**config.mk**
```make
export PLATFORM = sky130hd
export DESIGN_NAME = fetch_pc_reg_v2
export DESIGN_NICKNAME = d
export VERILOG_FILES = /design/src/rtl/fetch_pc_reg_v2.sv
export SDC_FILE = /design/constraint.sdc
export NUM_CORES = 1
export LEC_CHECK = 0
export BUFFER_PORTS_ARGS = -buffer_cell sky130_fd_sc_hd__buf_2
export CAP_MARGIN = 15
export CORE_MARGIN = 2
export CORE_UTILIZATION = 45
export CTS_BUF_LIST = sky130_fd_sc_hd__clkbuf_8
export DETAILED_ROUTE_END_ITERATION = 16
export PLACE_DENSITY = 0.87
export SLEW_MARGIN = 30
export SYNTH_ARGS = -nofsm -noshare
export SYNTH_HDL_FRONTEND = slang
export SYNTH_SLANG_ARGS = --single-unit
```
**constraint.sdc**
```tcl
create_clock -name clk -period 1.41 [get_ports clk]
set_clock_uncertainty 0.1 [all_clocks]
set_input_delay 0.282 -clock clk [delete_from_list [all_inputs] [get_ports clk]]
set_output_delay 0.282 -clock clk [all_outputs]
set_load 0.02 [all_outputs]
```
**src/rtl/fetch_pc_reg_v2.sv**
```systemverilog
// fetch_pc_reg_v2: Y86-64 fetch predicted-PC register with redirect, bubble, stall watchdog; FETCH_LOAD_CNT_EN adds F_load_cnt
module fetch_pc_reg_v2 #(
   parameter int PC_WIDTH = 64,
   parameter logic [PC_WIDTH-1:0] RESET_PC = '0,
   parameter int STALL_CNT_WIDTH = 8,
   parameter int MAX_STALL = 15
) (
   input  logic clk,
   input  logic reset,
   input  logic [PC_WIDTH-1:0] f_predPC,
   input  logic F_stall,
   input  logic F_bubble,
   input  logic redir_valid,
   input  logic [PC_WIDTH-1:0] redir_pc,
   output logic [PC_WIDTH-1:0] F_predPC,
   output logic F_valid,
   output logic [STALL_CNT_WIDTH-1:0] F_stall_cnt,
   output logic F_watchdog,
   output logic F_ctrl_err
`ifdef FETCH_LOAD_CNT_EN
   ,
   output logic [31:0] F_load_cnt
`endif
);
   localparam logic [STALL_CNT_WIDTH-1:0] L_MAX_STALL = STALL_CNT_WIDTH'(MAX_STALL);
   logic [PC_WIDTH-1:0] r_pc;
   logic r_valid;
   logic [STALL_CNT_WIDTH-1:0] r_cnt;
   logic r_err;
   logic w_hold;
   assign w_hold = F_stall & ~redir_valid;
   always_ff @(posedge clk) begin
      if (reset) begin
         r_pc    <= RESET_PC;
         r_valid <= 1'b1;
         r_cnt   <= '0;
         r_err   <= 1'b0;
      end else begin
         r_pc    <= redir_valid ? redir_pc : w_hold ? r_pc : f_predPC;
         r_valid <= redir_valid | (w_hold ? r_valid : ~F_bubble);
         r_cnt   <= w_hold ? ((&r_cnt) ? r_cnt : r_cnt + 1'b1) : '0;
         r_err   <= r_err | (F_stall & F_bubble);
      end
   end
   assign F_predPC    = r_pc;
   assign F_valid     = r_valid;
   assign F_stall_cnt = r_cnt;
   assign F_watchdog  = r_cnt >= L_MAX_STALL;
   assign F_ctrl_err  = r_err;
`ifdef FETCH_LOAD_CNT_EN
   // counts only cycles that deliver a valid PC: redirects and plain loads
   logic [31:0] r_load_cnt;
   logic w_load;
   assign w_load = redir_valid | (~F_stall & ~F_bubble);
   always_ff @(posedge clk) begin
      if (reset) r_load_cnt <= '0;
      else r_load_cnt <= r_load_cnt + 32'(w_load);
   end
   assign F_load_cnt = r_load_cnt;
`endif
endmodule
```
== Yosys cells after proc, flatten, opt, wreduce, memory -nomap -nowiden ==
Index checks and enable logic that the tools add are counted.

* Reduce and logical (&&, ||, !) cells: 2
* Bitwise operators: 7
* Order comparisons: 1
* Equal/unequal tests: 1
* Mux-type cells: 3
* Add/subtract/negate cells: 1

{| class="wikitable"
|+ Operator list
! operator !! count
|-
| two-way mux 64 bit || 2
|-
| adder 8 x 1 -> 8 bit (second input constant) || 1
|-
| >= comparator 8 x 4 -> 1 bit (second input constant) || 1
|-
| AND reduction 8 bit || 1
|-
| inverter 1 bit || 3
|-
| AND 1 bit || 2
|-
| inequality test 2 bit (second input constant) || 1
|-
| OR 1 bit || 2
|-
| OR reduction 2 bit || 1
|-
| two-way mux 1 bit || 1
|}

* Input bits: 133
* Register bits: 74
* Word-level logic and storage cells: 19
* Output and inout bits: 75

== Longest topological paths before layout ==
* Depth after elaboration: 4
* Gate-level depth with buffers: 6
* Gate-level depth less buffers: 4

== Worst setup path after synthesis ==
Ideal clock, no wire load.

* Kind: reg2out
* Start point: register r_cnt[0], in the netlist F_stall_cnt[0]
* End point: output F_watchdog
* Data required time: 1.028 ns
* Buffers on the path: 0
* Slack: -0.113 ns
* Arrival: 1.141 ns
* Stages on the path, launching flop included: 4
* Cell sequence: dfxtp_1 -> ha_1 -> nand3_1 -> nand2_1

* Longest elaborated chain between the ends: 1

{| class="wikitable"
|+ RTL lines
! element !! line !! source
|-
| start: declaration || 28 || <nowiki>logic [STALL_CNT_WIDTH-1:0] r_cnt;</nowiki>
|-
| start signal: assignment || 41 || <nowiki>r_cnt <= w_hold ? ((&r_cnt) ? r_cnt : r_cnt + 1'b1) : '0;</nowiki>
|-
| >= comparator 8 x 4 -> 1 bit || 48 || <nowiki>assign F_watchdog = r_cnt >= L_MAX_STALL;</nowiki>
|-
| end: declaration || 18 || <nowiki>output logic F_watchdog,</nowiki>
|}

No other way between the ends.

== Worst setup path in the final report ==
* Start point: register r_cnt[6], in the netlist F_stall_cnt[6]
* End point: output F_watchdog

Same word-level chain as after synthesis.

==> flow_summary.yaml <==
power_and_ir_drop:
  p_int_mw: 3.892
  power_frac_seq: 0.438
  power_density_nw_per_um2: 1040
  irDropWorstVdd_mv: 0.5871
  power.leakage_nw: 2.647
  switchingPower_mw: 1.335
  clockPowerShare: 0.362
  switching_share: 0.2555
  p_comb_frac: 0.200
  fin_total_pwr_mw: 5.227
setup_path:
  max_stage_delay_ns: 0.37
  required_ns: 1.03
  cp.arrival_ns: 1.22
  critPathCaptureType: "primary output"
  setup.worst_path.start_class: "flop"
  criticalPathCategory: "flop to primary output"
  cp_slowest_cell: "dfxtp_4"
  path_cells: "nor4_4 > nand2_2 > buf_6"
  critPathMaxFanout: 3
  cp_num_buf_inv: 1
  critical-path-top-delay-family: "simple AND/OR/NAND/NOR gates"
sta:
  fin_crit_sh: 1.135
  clock.fmax_mhz: 624.8
  hold_viol_final: 0
  max_slew_margin: 0.7746
  final-max-slew-violation-count: 0
  whs_ns: 0.07896
  rsz0062_at_grt: "yes"
  finalWorstSetupSlack_ns: -0.1905
  tightest_slew_ns: 0.3381
  fin_setup_tns_ns: -0.1905
  setup_viol: 1
  fin_crit_ns: 1.600
job:
  maxCapViolCount: 0
cts:
  clk_path_buf_depth: 2
  cts_made_buffers: 9
  cts_htree_levels: 3
  cts.reportedPaths.clkPinSlew_ns: 0.08
  cts_num_sinks: 74
  hold_buffers: 0
  clock_latency_ns: 0.33
  cts_tree: "done"
  clock-root-buffer: "clkbuf_8"
floorplanning:
  dieArea_um2: 8501
  die_x_um: 92.20
  core_um2: 7647
  num_rows: 32
  start_util: 0.4578
  dieHeight_um: 92.20
  num_io_pins: 208
logic_synthesis:
  synthCells: 329
  yosysWarnings: 0
  synth_cell_type_count: 26
  syn_area_um2: 3501
  syn_area_per_cell_um2: 10.64
  yosysSeqAreaShare: 0.4232
  synth_seq_cells: 74
  syn-num-nets: 463
placement:
  portBuffers: 207
  dpl.hpwl_mm: 7.045
  place_congestion: 0.8319
drt:
  wirelength_mm: 9.341
  drt-pass1-iter-count: 4
  vias: 3259
  drtAntennaViolNets: 0
  wl_per_cell_um: 14.39
  drt_iter0_drc: 48
  routed_via_density: 5.022
  drc: 0
outcome:
  status: "finished, violations left"
  violations: "setup timing"
grt:
  grt_pass1_wl_mm: 14.43
  grt_use_total: 0.2119
  grt_max_degree: 44
  antenna_found_initial: 0
  grt_overflow: 0
  grt_pass1_vias: 3276
final_layout:
  layout-drive-gt1-share: 0.5795
  fin_util: 0.6576
  nets: 676
  area_growth_syn_to_layout_pct: 43.64
  antennaDiodeCount: 0
  fillers: 617
min_path:
  hold_class: "input port to flop"
## registers in the layout, indices dropped and copies added (netlist names)
register,cells
F_stall_cnt,8
F_ctrl_err,1
F_predPC,64
F_valid,1
## layout make-up
class	instances	area [um^2]	share of cell area
sequential	74	1496	0.2976
clock inverter	4	72.57	0.01443
multi-input combinational	231	1928	0.3834
tap	102	127.6	0.02538
timing repair buffer	224	1231	0.2448
inverter	2	7.507	0.001493
clock buffer	12	165.2	0.03284
## stage by stage
| step | setup WS, ns | area (um^2) | cells |
|---|---|---|---|
| after global routing | -0.2649 | 5029 | 649 |
| after floorplan | 0.03147 | 3506 | 329 |
| after CTS | -0.1654 | 4961 | 646 |
| after global placement | -0.05407 | 4681 | 629 |
| final | -0.1905 | 5029 | 649 |
| after detailed placement | -0.08573 | 4681 | 629 |
## power by group through the flow
| stage | Clock [mW] | Combinational (mW) | Sequential (mW) |
|---|---|---|---|
| floorplan | 0 | 0.485 | 2.50 |
| global placement | 0 | 1.02 | 2.33 |
| detailed placement | 0 | 1.05 | 2.34 |
| CTS | 1.93 | 1.06 | 2.29 |
| global route | 2.05 | 1.13 | 2.31 |
| finish | 1.89 | 1.05 | 2.29 |
## repair_timing
| action | CTS | global route |
|---|---|---|
| pin swaps | 2 | 5 |
| gates cloned | 0 | 0 |
| gates resized for setup | 11 | 13 |
| endpoints found under the setup margin | 1 | 8 |
| hold endpoints to repair | 0 | 0 |
| buffers inserted | 1 | 3 |
## worst min-delay path: cells and delay by family
family,cells,cell delay [ns]
buf+inv,1,0.07
simple gates,1,0.07
mux,1,0.05
## metal layers
layer	track usage	up-vias	part of all wire
li1	-	1574	-
met1	0.2120	1517	0.37
met2	0.3946	151	0.53
met3	0.08381	17	0.082
met4	0.07587	0	0.012
met5	0	-	0
## worst paths after layout
kind	start	to	slack [ns]	depth (start not counted)
min reg2reg	F_valid	F_valid	0.39	2
max reg2reg	F_stall_cnt[0]	F_stall_cnt[7]	0.03	5
min	redir_pc[52]	F_predPC[52]	0.08	3
max	F_stall_cnt[6]	F_watchdog	-0.19	3
## cells in the mapped netlist
master,instances,area share
nor2_1,67,0.072
a31oi_1,2,0.0036
nand3_1,3,0.0043
a21oi_1,5,0.0071
buf_6,4,0.013
mux2_4,16,0.069
dfxtp_1,74,0.42
and4_1,1,0.0025
nor4b_1,1,0.0025
clkbuf_1,7,0.0075
o211ai_1,1,0.0021
buf_2,11,0.016
nor3b_1,1,0.0021
nand2_1,4,0.0043
a21boi_0,1,0.0021
and3_1,1,0.0018
mux2i_1,64,0.18
o32a_1,1,0.0029
inv_1,2,0.0021
nor3_1,7,0.010
a211oi_1,1,0.0021
ha_1,1,0.0036
nor4_1,1,0.0018
nand4_1,2,0.0036
o21ai_0,3,0.0043
mux2_2,48,0.15
## cells by family after synthesis
logic type / share of synthesized area
buf+inv: 0.03824
fa+ha+maj: 0.003573
flops: 0.4232
mux: 0.4060
compound gates: 0.02430
simple gates: 0.1047
## cells in the final DEF, fill, tap and decap left out, types with 3 or more instances in the layout
master / instances
buf_2: 201
nor2_1: 67
dfxtp_1: 66
mux2i_1: 64
mux2_2: 48
mux2_4: 16
buf_4: 16
clkbuf_8: 12
dfxtp_2: 6
nor3_1: 6
a21oi_1: 5
buf_6: 4
nand2_1: 3
buf_12: 3
No activity file was read; power rests on OpenSTA's default activity.
